### config.mk
export PLATFORM = sky130hd
export DESIGN_NAME = nonce_report_queue
export DESIGN_NICKNAME = d
export VERILOG_FILES = /design/src/rtl/nonce_report_queue.sv
export SDC_FILE = /design/constraint.sdc
export NUM_CORES = 1
export LEC_CHECK = 0
export CAP_MARGIN = 20
export CORE_MARGIN = 5
export CORE_UTILIZATION = 59
export CTS_CLUSTER_SIZE = 28
export DETAILED_ROUTE_END_ITERATION = 8
export GPL_TIMING_DRIVEN = 0
export PLACE_DENSITY = 0.79
export SYNTH_ARGS = -nofsm -noshare
export SYNTH_HDL_FRONTEND = slang
export SYNTH_SLANG_ARGS = --single-unit
### constraint.sdc
create_clock -name hash_clk -period 8.9 [get_ports hash_clk]
set_input_delay 1.78 -clock hash_clk [delete_from_list [all_inputs] [get_ports hash_clk]]
set_output_delay 1.78 -clock hash_clk [all_outputs]
set_load 0.01 [all_outputs]
### src/rtl/nonce_report_queue.sv
// Golden-nonce report queue: buffers hits from the hash core in a small FIFO and feeds
// them one per send/busy handshake to mipi_tx, with an idle "yako" heartbeat.
module nonce_report_queue #(
  parameter int unsigned DEPTH_LOG2  = 3,
  parameter int unsigned ACK_TIMEOUT = 1024,
  parameter int unsigned HB_CYCLES   = 16777216,
  parameter logic [31:0] HB_WORD     = 32'h79616B6F
) (
  input  logic                hash_clk,
  input  logic                reset,
  input  logic                flush,
  input  logic                nonce_valid,
  input  logic [31:0]         nonce_in,
  input  logic                tx_busy,
  output logic                tx_send,
  output logic [31:0]         tx_data,
  output logic [DEPTH_LOG2:0] fifo_count,
  output logic [7:0]          overflow_cnt,
  output logic                timeout_err
);

  localparam int unsigned DEPTH = 1 << DEPTH_LOG2;
  localparam int unsigned CNT_W = DEPTH_LOG2 + 1;
  localparam int unsigned ACK_W = (ACK_TIMEOUT > 1) ? $clog2(ACK_TIMEOUT) : 1;
  localparam int unsigned HB_W  = (HB_CYCLES > 1) ? $clog2(HB_CYCLES) : 1;
  localparam logic [CNT_W-1:0] FULL_CNT = CNT_W'(DEPTH);
  localparam logic [ACK_W-1:0] ACK_LAST = ACK_W'((ACK_TIMEOUT > 0) ? ACK_TIMEOUT - 1 : 0);
  localparam logic [HB_W-1:0]  HB_LAST  = HB_W'((HB_CYCLES > 0) ? HB_CYCLES - 1 : 0);
  localparam bit               HB_EN    = (HB_CYCLES != 0);

  typedef enum logic [1:0] {IDLE, WAIT_ACK, WAIT_DONE} state_t;

  state_t                state, state_next;
  logic [31:0]           mem [DEPTH];
  logic [DEPTH_LOG2-1:0] wr_ptr, rd_ptr;
  logic [31:0]           last_nonce;
  logic                  last_valid;
  logic [ACK_W-1:0]      ack_cnt;
  logic [HB_W-1:0]       hb_cnt;
  logic                  src_fifo;
  logic                  flushed;

  logic fifo_empty, fifo_full, dup, hb_due;
  logic push, pop, drop_full;
  logic launch_fifo, launch_hb, launch, ack_expire;

  assign fifo_empty = (fifo_count == '0);
  assign fifo_full  = (fifo_count == FULL_CNT);
  assign dup        = last_valid && (nonce_in == last_nonce);
  assign hb_due     = HB_EN && (hb_cnt == HB_LAST);

  always_comb begin
    // NOTE: every output of this block gets a default first, so no path can infer a latch.
    state_next  = state;
    launch_fifo = 1'b0;
    launch_hb   = 1'b0;
    ack_expire  = 1'b0;
    pop         = 1'b0;
    case (state)
      IDLE: begin
        // A flush cycle never launches: the head it would read is being discarded.
        if (!tx_busy && !flush) begin
          if (!fifo_empty)  launch_fifo = 1'b1;
          else if (hb_due)  launch_hb   = 1'b1;
        end
        if (launch_fifo || launch_hb) state_next = WAIT_ACK;
      end
      WAIT_ACK: begin
        if (tx_busy) begin
          state_next = WAIT_DONE;
        end else if (ack_cnt == ACK_LAST) begin
          ack_expire = 1'b1;
          state_next = IDLE;
        end
      end
      WAIT_DONE: begin
        if (!tx_busy) begin
          pop        = src_fifo && !flushed && !flush;
          state_next = IDLE;
        end
      end
      default: state_next = IDLE;
    endcase
  end

  assign launch    = launch_fifo || launch_hb;
  assign push      = nonce_valid && !flush && !dup && (!fifo_full || pop);
  assign drop_full = nonce_valid && !flush && !dup && fifo_full && !pop;

  always_ff @(posedge hash_clk) begin
    // NOTE: sequential state uses non-blocking assignments so all registers update together.
    if (reset) state <= IDLE;
    else       state <= state_next;
  end

  // NOTE: the storage array carries no reset; pointers and count define which entries are live.
  always_ff @(posedge hash_clk) begin
    if (push) mem[wr_ptr] <= nonce_in;
  end

  always_ff @(posedge hash_clk) begin
    if (reset) begin
      tx_send      <= 1'b0;
      tx_data      <= '0;
      fifo_count   <= '0;
      overflow_cnt <= '0;
      timeout_err  <= 1'b0;
      wr_ptr       <= '0;
      rd_ptr       <= '0;
      last_nonce   <= '0;
      last_valid   <= 1'b0;
      ack_cnt      <= '0;
      hb_cnt       <= '0;
      src_fifo     <= 1'b0;
      flushed      <= 1'b0;
    end else begin
      tx_send <= launch;
      if (launch) begin
        tx_data  <= launch_fifo ? mem[rd_ptr] : HB_WORD;
        src_fifo <= launch_fifo;
      end

      // An in-flight transfer outlives a flush but must not pop the new queue contents.
      if (launch)     flushed <= 1'b0;
      else if (flush) flushed <= 1'b1;

      if (launch)
        ack_cnt <= '0;
      else if (state == WAIT_ACK && !tx_busy && !ack_expire)
        ack_cnt <= ack_cnt + 1'b1;

      if (ack_expire) timeout_err <= 1'b1;

      if (drop_full && overflow_cnt != 8'hFF) overflow_cnt <= overflow_cnt + 1'b1;

      if (flush) begin
        wr_ptr     <= '0;
        rd_ptr     <= '0;
        fifo_count <= '0;
        last_valid <= 1'b0;
      end else begin
        if (push) begin
          wr_ptr     <= wr_ptr + 1'b1;
          last_nonce <= nonce_in;
          last_valid <= 1'b1;
        end
        if (pop) rd_ptr <= rd_ptr + 1'b1;
        if (push && !pop)      fifo_count <= fifo_count + 1'b1;
        else if (pop && !push) fifo_count <= fifo_count - 1'b1;
      end

      if (launch || push || flush)
        hb_cnt <= '0;
      else if (HB_EN && state == IDLE && fifo_empty && !hb_due)
        hb_cnt <= hb_cnt + 1'b1;
    end
  end

endmodule

==> impl_results.md, run 1 <==
- Initial antenna violation count: 0
- Reg2reg start: last_nonce[24]
- Slew Viols, Final: 0
- CTS Sinks: 382
- Synthesized flop and latch total: 382
- Layout cells sized above 1: 0.154
- Syn Std Cell Area: 0.0151 sq mm
- Row Count: 58
- Max Cap Viol: 0
- Clock Path Buffers: 3
- Die height: 170 um
- Final setup vio count: 0
- TritonCTS clock tree: built
- Layout Area Growth over Synthesis: 18.1%
- TritonCTS buffer count: 38
- Clk_skew: 0.0195 ns
- Final hold violations: 0
- Avg Inst Size Synth: 15.0 sq um
- Drt via density: 6.07
- Core area: 0.0252 sq mm
- Gr ovfl total: 0
- DR DRC count: 0
- Slew at the pin closest to its max-slew limit: 1.01 ns
- VDD IR max: 0.159 mV
- 1st-iter DRT viols: 999
- Synth warnings: 0
- Data required time of the worst path: 9.34 ns
- # hold bufs at CTS: 0
- Final Critical Period: 5.15 ns
- Clock transition at path regs: 0.06 ns
- Pin count of the biggest net entering global routing: 23
- Detail Placement HPWL: 22800 um
- Post-CTS setup buffer count: 0
- CP startpoint: nonce_in[20]
- CP max FO: 10
- Vias in the first global route: 9255
- Die area: 0.0288 sq mm
- Register area: 0.0102 sq mm
- Maximum clock frequency: 194 MHz
- H-tree Lvls: 2
- Port Buffer Count: 81
- Antenna diode count: 0
- Gr usage total: 0.237
- Critical Path AT: 5.59 ns
- Starting density of the core: 0.599
- Root buf cell: clkbuf_16
- Area occupied by multi-input gates: 0.00462 sq mm
- Mapped Cells: 1007
- Unrepaired setup endpoints after global routing: false
- Worst hold start: tx_data[18]
- Final ANT Viol Nets: 0
- Fillcell total: 1613
- Worst-Skew Late Latency: 0.52 ns
- CP Launch Type: primary input
- I/O Pins: 83
- Synth Flop Type: edfxtp_1
- Pleak: 5.60 nW
- Pwr dens: 201 mW/mm^2
- Final core occ: 0.707
- EDFF count, synth: 256
- Wire length of the first global-routing pass: 52900 um
- Post-synthesis sequential area ratio: 0.677
- Worst hold slack: 0.451 ns
- Relative max-transition margin: 0.326
- Routed wire per std cell: 22.2 um
- Yosys cell types: 53
- Syn Nets: 1053
- Critical path class: in -> reg
- Routability cong.: 0.842
- Setup crit end kind: flop
- Part of the cycle the worst path needs: 0.579
- Drt first pass iters: 6
- Outcome: complete, no violations
- Async SR Flop Fraction: 0
- Hold Path Class: reg -> reg
- Post_cts resized: 0
- Nets: 1202
- Vias: 9191
- Die X-Extent: 170 um
- DRT Wirelength: 33600 um
-- flip-flops by register name (all words and copies together), names as in the netlist, named ones only --
register / flops
tx_data: 32
mem: 256
wr_ptr: 3
state: 2
flushed: 1
overflow_cnt: 8
fifo_count: 4
tx_send: 1
timeout_err: 1
src_fifo: 1
last_nonce: 32
rd_ptr: 3
last_valid: 1
hb_cnt: 24
ack_cnt: 10
-- where the power goes --
part           switching [W]  internal, W  leakage [nW]
combinational      0.0000904    0.0000650          1.71
clock               0.000631     0.000866         0.559
sequential         0.0000127      0.00192          3.33
total               0.000735      0.00285          5.60
-- cells in the final DEF, fill, tap and decap left out, drive strengths merged, types with 11 or more instances in the layout --
cell / instances
nand4: 13
nand3: 51
a211oi: 19
clkbuf: 94
xor2: 21
edfxtp: 256
nand2: 32
xnor2: 48
buf: 51
dfxtp: 126
mux4: 64
inv: 11
clkdlybuf4s50: 81
nor2: 93
a21oi: 44
mux2i: 38
o21ai: 50
-- cells in the mapped netlist (5+ instances only) --
library cell	instances	share of area
a211oi_1	19	0.0095
a21oi_1	44	0.015
and3_1	5	0.0021
and4_1	5	0.0029
buf_2	18	0.0060
clkbuf_1	35	0.0087
dfxtp_1	126	0.17
edfxtp_1	256	0.51
ha_1	8	0.0066
inv_1	10	0.0025
mux2i_1	38	0.025
mux4_2	64	0.096
nand2_1	32	0.0080
nand3_1	51	0.017
nand4_1	12	0.0050
nor2_1	92	0.023
nor3_1	7	0.0023
nor4_1	6	0.0025
o21ai_0	49	0.016
o31ai_1	6	0.0030
or4_1	7	0.0035
xnor2_1	48	0.028
xor2_1	21	0.012
-- routing by layer --
layer	wire [um]	global-route usage	vias up
li1	-	-	4123
met1	13400	0.328	4561
met2	16500	0.389	446
met3	2860	0.0495	61
met4	811	0.0613	0
met5	0	0	-
-- area by class of cell --
| type | instances | share of cell area |
|---|---|---|
| repair buffers | 109 | 0.0621 |
| flip-flops and latches | 382 | 0.574 |
| plain buffers | 58 | 0.0143 |
| well taps | 330 | 0.0232 |
| multi-input cells | 557 | 0.259 |
| inverters | 10 | 0.00211 |
| clock buffers | 59 | 0.0607 |
| clock inverters | 10 | 0.00429 |
-- final timing paths --
kind	to	slack [ns]	cells after the start
worst min-delay path	tx_data[18]	0.45	2
worst max-delay path	fifo_count[3]	3.75	16
worst max register to register	fifo_count[3]	5.42	15
worst min register to register	tx_data[18]	0.45	2
-- worst max-delay path, stage by stage --
cell and delay, ns:
clkdlybuf4s50_1 0.74, xnor2_1 0.18, nand4_1 0.16, nor4_1 0.42
and4_1 0.24, buf_2 0.19, buf_2 0.26, nor2_1 0.12
ha_1 0.25, inv_1 0.12, ha_1 0.24, a21o_1 0.18
a21oi_1 0.17, xnor2_1 0.09, or3_1 0.31, a21oi_1 0.14
-- metrics by stage --
step / std cells / total power (W) / setup WS [ns] / setup TNS, ns / cell area, sq um
finish: 1515 / 0.00358 / 3.75 / 0 / 17800
global route: 1515 / 0.00370 / 3.55 / 0 / 17800
CTS: 1515 / 0.00360 / 3.87 / 0 / 17800
detailed placement: 1446 / 0.00212 / 3.41 / 0 / 16600
global placement: 1418 / 0.00211 / -2.12 / -115.62 / 16300
floorplan: 1007 / 0.00204 / 1.95 / 0 / 15100
-- logic make-up (layout without fill, tap and decap cells) --
family,count (synthesis),count (layout),share of synthesized area
compound gates,131,131,0.0509
xor+xnor,69,69,0.0401
fa+ha+maj,9,9,0.00797
buf+inv,68,246,0.0194
flops,382,382,0.677
mux,104,104,0.122
simple gates,244,244,0.0819
Power figures use the tool's default switching activity.
==> run 2: changes to the inputs <==
--- a/config.mk
+++ b/config.mk
@@ -7,11 +7,11 @@
 export LEC_CHECK = 0
 export CAP_MARGIN = 20
 export CORE_MARGIN = 5
-export CORE_UTILIZATION = 59
+export CORE_UTILIZATION = 54
 export CTS_CLUSTER_SIZE = 28
 export DETAILED_ROUTE_END_ITERATION = 8
 export GPL_TIMING_DRIVEN = 0
-export PLACE_DENSITY = 0.79
+export PLACE_DENSITY = 0.76
 export SYNTH_ARGS = -nofsm -noshare
 export SYNTH_HDL_FRONTEND = slang
 export SYNTH_SLANG_ARGS = --single-unit
==> constraint.sdc (replaced) <==
create_clock -name hash_clk -period 4.2 [get_ports hash_clk]
set_input_delay 0.84 -clock hash_clk [delete_from_list [all_inputs] [get_ports hash_clk]]
set_output_delay 0.84 -clock hash_clk [all_outputs]
set_load 0.01 [all_outputs]
==> run 2 against run 1 <==
Worst setup slack got worse by 3.5 ns. Hold slack got worse by 0.0035 ns. Die area increased by 8.7%. Non-clock buffer count decreased by 10. Critical path depth unchanged. Sequential power increased by 110%. Register-to-register slack got worse by 4.7 ns. Via count decreased by 1.4%. Utilization decreased by 5.6 points.
==> impl_results.md, run 2 (synthesis results as in run 1) <==
- Final Critical Period: 3.93 ns
- Post_cts resized: 0 (unchanged)
- VDD IR max: 0.407 mV (was 0.159 mV)
- I/O Pins: 83 (unchanged)
- 1st-iter DRT viols: 564 (was 999)
- Worst hold start: tx_data[26] (was tx_data[18])
- Antenna diode count: 0 (unchanged)
- Layout cells sized above 1: 0.158 (was 0.154)
- Data required time of the worst path: 4.65 ns (was 9.34 ns)
- Most flops, register: mem (unchanged)
- R2R Path End: fifo_count[3] (unchanged)
- Clk_skew: 0.0104 ns (was 0.0195 ns)
- Clock Path Buffers: 3 (unchanged)
- Final hold violations: 0 (unchanged)
- TritonCTS buffer count: 39 (was 38)
- Gr usage total: 0.214 (was 0.237)
- Unrepaired setup endpoints after global routing: false (unchanged)
- Biggest regs: mem (256), last_nonce (32), tx_data (32) (unchanged)
- Max Cap Viol: 0 (unchanged)
- Fillcell total: 1969 (was 1613)
- CP Launch Type: primary input (unchanged)
- Max reg flops: 256 (unchanged)
- Critical Path AT: 4.38 ns (was 5.59 ns)
- Initial antenna violation count: 0 (unchanged)
- Wire length of the first global-routing pass: 51800 um (was 52900 um)
- Layout Area Growth over Synthesis: 19.7% (was 18.1%)
- Setup TNS: 0 ns (unchanged)
- Gr ovfl total: 0 (unchanged)
- TritonCTS clock tree: built (unchanged)
- Detail Placement HPWL: 22100 um (was 22800 um)
- Die X-Extent: 177 um (was 170 um)
- Die height: 177 um (was 170 um)
- Pin count of the biggest net entering global routing: 19 (was 23)
- Worst Setup EP: fifo_count[3] (unchanged)
- Most common cell after layout, fill and taps aside: edfxtp_1 (unchanged)
- Vias in the first global route: 9203 (was 9255)
- Final worst setup slack: 0.265 ns (was 3.75 ns)
- Starting density of the core: 0.544 (was 0.599)
- R2R setup slack: 0.73 ns (was 5.42 ns)
- Reg2reg start: last_nonce[15] (was last_nonce[24])
- Critical path class: in -> reg (unchanged)
- DR DRC count: 0 (unchanged)
- Total Power: 0.00779 W (was 0.00358 W)
- Worst-case reg-to-reg path depth: 15 (unchanged)
- # hold bufs at CTS: 0 (unchanged)
- Worst hold slack: 0.447 ns (was 0.451 ns)
- Slew Viols, Final: 0 (unchanged)
- Clock transition at path regs: 0.06 ns (about the same)
- Port Buffer Count: 81 (unchanged)
- Root buf cell: clkbuf_16 (unchanged)
- CP startpoint: nonce_in[30] (was nonce_in[20])
- Nets: 1193 (was 1202)
- Routability cong.: 0.833 (was 0.842)
- Row Count: 61 (was 58)
- Outcome: complete, no violations (unchanged)
- Pleak: 5.81 nW (was 5.60 nW)
- H-tree Lvls: 2 (unchanged)
- Most frequent cells in the layout: edfxtp_1 (256), dfxtp_1 (126), nor2_1 (90), mux4_2 (64), clkdlybuf4s50_1 (61) (was edfxtp_1 (256), dfxtp_1 (126), nor2_1 (90), clkdlybuf4s50_1 (81), mux4_2 (64))
- CP max FO: 10 (unchanged)
- Place WS: -0.427 ns (was 3.41 ns)
- Final ANT Viol Nets: 0 (unchanged)
- Post-CTS setup buffer count: 0 (unchanged)
- Relative max-transition margin: 0.270 (was 0.326)
- Drt first pass iters: 5 (was 6)
- Die area: 0.0314 sq mm (was 0.0288 sq mm)
- Drt via density: 5.83 (was 6.07)
- DRT Wirelength: 33100 um (was 33600 um)
- Core area: 0.0277 sq mm (was 0.0252 sq mm)
- Routed wire per std cell: 21.3 um (was 22.2 um)
- Vias: 9063 (was 9191)
- Pwr dens: 432 mW/mm^2 (was 201 mW/mm^2)
- Final setup vio count: 0 (unchanged)
- Worst-Skew Late Latency: 0.52 ns (about the same)
- CTS Sinks: 382 (unchanged)
- Slew at the pin closest to its max-slew limit: 1.09 ns (was 1.01 ns)
- Part of the cycle the worst path needs: 0.937
- Maximum clock frequency: 254 MHz
- Hold Path Class: reg -> reg (unchanged)
- Setup crit end kind: flop (unchanged)
## run 2: metrics by stage
stage	area (sq um)	utilization	cells
after floorplan	15100	-	1007
after global placement	16400	0.592	1466
after detailed placement	16700	0.603	1484
after CTS	18000	0.648	1555
after global routing	18000	0.651	1555
final	18000	0.651	1555
## run 2: critical path: stages
cell,delay (ns)
clkdlybuf4s50_1,0.70
xnor2_1,0.17
nand2_1,0.11
nor4_1,0.26
and4_1,0.23
buf_2,0.18
buf_2,0.27
nor2_1,0.14
ha_1,0.24
inv_1,0.11
ha_1,0.24
a21o_1,0.18
a21oi_1,0.16
xnor2_1,0.08
or3_1,0.31
a21oi_1,0.14
## run 2: worst min-delay path by stage
stage	cells past startpoint	to	slack (ns)
final	2	tx_data[26]	0.45
after global routing	2	tx_data[17]	0.48
after floorplan	1	last_valid	0.44
after CTS	2	tx_data[31]	0.45
after detailed placement	2	tx_data[31]	0.44
after global placement	2	tx_data[26]	0.43
## run 2: layout make-up
cell class	instances	area (sq um)	area share
multi-input combinational	557	4680	0.259
timing repair buffer	99	1130	0.0627
clock buffer	53	1100	0.0610
buffer	58	255	0.0142
inverter	10	37.5	0.00208
tap	378	473	0.0262
sequential	382	10200	0.566
clock inverter	18	154	0.00853
## run 2: report_power, final
group | switching, W | total, W | leakage [nW] | internal [W]
registers | 0.0000272 | 0.00409 | 3.33 | 0.00406
clock network | 0.00140 | 0.00337 | 0.610 | 0.00197
logic | 0.000192 | 0.000331 | 1.87 | 0.000139
total | 0.00162 | 0.00779 | 5.81 | 0.00617
## run 2: per-layer routing
layer,track usage,up-vias,share of wire
met1,0.291,4563,0.41
met4,0.0596,0,0.027
met2,0.360,311,0.50
met3,0.0382,74,0.065
li1,-,4115,-
met5,0,-,0
==> run 3: changes to the inputs <==
--- a/config.mk
+++ b/config.mk
@@ -8,10 +8,12 @@
 export CAP_MARGIN = 20
 export CORE_MARGIN = 5
 export CORE_UTILIZATION = 54
+export CTS_CLUSTER_DIAMETER = 120
 export CTS_CLUSTER_SIZE = 28
 export DETAILED_ROUTE_END_ITERATION = 8
 export GPL_TIMING_DRIVEN = 0
 export PLACE_DENSITY = 0.76
+export SLEW_MARGIN = 20
 export SYNTH_ARGS = -nofsm -noshare
 export SYNTH_HDL_FRONTEND = slang
 export SYNTH_SLANG_ARGS = --single-unit
==> run 3 against run 2 <==
Utilization decreased by 2.9 points. Sequential cell count unchanged. Final cell count decreased by 2.4%. Sequential share of layout area increased by 2.6 points. Critical path depth unchanged. Wire length decreased by 3.0%. Via count decreased by 2.9%. Highest routed layer unchanged.
==> impl_results.md, run 3 (synthesis results as in run 1) <==
- Outcome: complete, no violations (unchanged)
- Critical path cell sequence: clkdlybuf4s50_1, xnor2_1, nand4_1, nor3_1, and4_1, buf_2, buf_2, nor2_1, ha_1, inv_1, ha_1, a21o_1, a21oi_1, xnor2_1, or3_1, a21oi_1 (was clkdlybuf4s50_1, xnor2_1, nand2_1, nor4_1, and4_1, buf_2, buf_2, nor2_1, ha_1, inv_1, ha_1, a21o_1, a21oi_1, xnor2_1, or3_1, a21oi_1)
- Most frequent cells in the layout: edfxtp_1 (256), dfxtp_1 (126), nor2_1 (90), clkdlybuf4s50_1 (65), mux4_2 (64) (was edfxtp_1 (256), dfxtp_1 (126), nor2_1 (90), mux4_2 (64), clkdlybuf4s50_1 (61))
- DR DRC count: 0 (unchanged)
- Pwr dens: 364 mW/mm^2 (was 432 mW/mm^2)
- Post_cts resized: 0 (unchanged)
- Drt first pass iters: 5 (unchanged)
- Pleak: 5.40 nW (was 5.81 nW)
- 1st-iter DRT viols: 691 (was 564)
- Die height: 177 um (unchanged)
- Maximum clock frequency: 254 MHz (about the same)
- Unrepaired setup endpoints after global routing: false (unchanged)
- Die X-Extent: 177 um (unchanged)
- R2R setup slack: 0.79 ns (was 0.73 ns)
- Vias in the first global route: 8740 (was 9203)
- Critical path class: in -> reg (unchanged)
- Fillcell total: 2078 (was 1969)
- Setup crit end kind: flop (unchanged)
- Part of the cycle the worst path needs: 0.937 (about the same)
- CP max stage delay: 0.73 ns (was 0.70 ns)
- Worst hold slack: 0.461 ns (was 0.447 ns)
- # hold bufs at CTS: 0 (unchanged)
- CP max FO: 10 (unchanged)
- Placed Instances: 1488 (was 1484)
- Routed wire per std cell: 21.2 um (was 21.3 um)
- Layout Area Growth over Synthesis: 14.4% (was 19.7%)
- Root buf cell: clkbuf_16 (unchanged)
- CTS Sinks: 382 (unchanged)
- Wire length of the first global-routing pass: 50000 um (was 51800 um)
- Most common cell after layout, fill and taps aside: edfxtp_1 (unchanged)
- Relative max-transition margin: 0.319 (was 0.270)
- Final hold violations: 0 (unchanged)
- Clk_skew: 0.0135 ns (was 0.0104 ns)
- Final ANT Viol Nets: 0 (unchanged)
- Final setup vio count: 0 (unchanged)
- Final core occ: 0.622 (was 0.651)
- Max Cap Viol: 0 (unchanged)
- Max reg flops: 256 (unchanged)
- Critical Path AT: 4.38 ns (about the same)
- Final cell count without fillers: 1517 (was 1555)
- Data required time of the worst path: 4.65 ns (about the same)
- Core area: 0.0277 sq mm (unchanged)
- Biggest regs: mem (256), last_nonce (32), tx_data (32) (unchanged)
- CP Launch Type: primary input (unchanged)
- Antenna diode count: 0 (unchanged)
- DRT Wirelength: 32100 um (was 33100 um)
- Routability cong.: 0.833 (unchanged)
- Most flops, register: mem (unchanged)
- Slew Viols, Final: 0 (unchanged)
- Row Count: 61 (unchanged)
- TritonCTS clock tree: built (unchanged)
- Slew at the pin closest to its max-slew limit: 1.02 ns (was 1.09 ns)
- Vias: 8802 (was 9063)
- Worst-Skew Late Latency: 0.51 ns (was 0.52 ns)
- VDD IR max: 0.287 mV (was 0.407 mV)
- TritonCTS buffer count: 17 (was 39)
- Pin count of the biggest net entering global routing: 30 (was 19)
- Gr ovfl total: 0 (unchanged)
- Layout cells sized above 1: 0.133 (was 0.158)
- I/O Pins: 83 (unchanged)
- Initial antenna violation count: 0 (unchanged)
- Die area: 0.0314 sq mm (unchanged)
- Starting density of the core: 0.544 (unchanged)
- Port Buffer Count: 81 (unchanged)
- Final Critical Period: 3.94 ns (was 3.93 ns)
- Hold Path Class: reg -> reg (unchanged)
- Gr usage total: 0.206 (was 0.214)
- Drt via density: 5.80 (was 5.83)
- H-tree Lvls: 1 (was 2)
- Detail Placement HPWL: 22400 um (was 22100 um)
- Slowest CP cell: clkdlybuf4s50_1 (unchanged)
- Clock transition at path regs: 0.11 ns (was 0.06 ns)
- Clock Path Buffers: 3 (unchanged)
- Post-CTS setup buffer count: 0 (unchanged)
- Setup TNS: 0 ns (unchanged)
- Nets: 1175 (was 1193)
[run 3: worst max-delay path, delay by kind of cell]
| family | cells | cell delay, ns |
|---|---|---|
| fa+ha+maj | 2 | 0.48 |
| xor+xnor | 2 | 0.25 |
| buf+inv | 4 | 1.28 |
| simple gates | 5 | 1.02 |
| compound gates | 3 | 0.50 |
[run 3: area by class of cell]
class / instances / area (sq um) / share of cell area
sequential: 382 / 10200 / 0.592
inverter: 10 / 37.5 / 0.00218
multi-input combinational: 557 / 4680 / 0.271
clock inverter: 1 / 11.3 / 0.000653
clock buffer: 28 / 467 / 0.0271
timing repair buffer: 103 / 1120 / 0.0647
buffer: 58 / 255 / 0.0148
tap: 378 / 473 / 0.0274
[run 3: where the power goes]
group          internal, W  switching (W)  total [W]
combinational     0.000138       0.000191   0.000330
sequential         0.00405      0.0000263    0.00408
clock             0.000781        0.00109    0.00187
total              0.00497        0.00131    0.00628
[run 3: final timing paths]
check                                    from       endpoint  depth (start not counted)
worst max-delay path             nonce_in[19]  fifo_count[3]                         16
worst min-delay path              tx_data[18]    tx_data[18]                          2
worst max register to register  last_nonce[4]  fifo_count[3]                         15
worst min register to register    tx_data[18]    tx_data[18]                          2
[run 3: stage by stage]
stage               instance area [sq um]  total power [W]  setup slack (ns)
global placement                    16400          0.00447             -3.15
CTS                                 17200          0.00633             0.102
floorplan                           15100          0.00432            -0.417
global route                        17200          0.00651           0.00154
detailed placement                  16700          0.00449            -0.422
finish                              17200          0.00628             0.265
[run 3: metal layers]
metal / global-route usage / up-vias / share of wire
met2: 0.345 / 242 / 0.50
met4: 0.0416 / 0 / 0.018
met5: 0 / - / 0
met3: 0.0203 / 39 / 0.050
li1: - / 4053 / -
met1: 0.299 / 4468 / 0.43
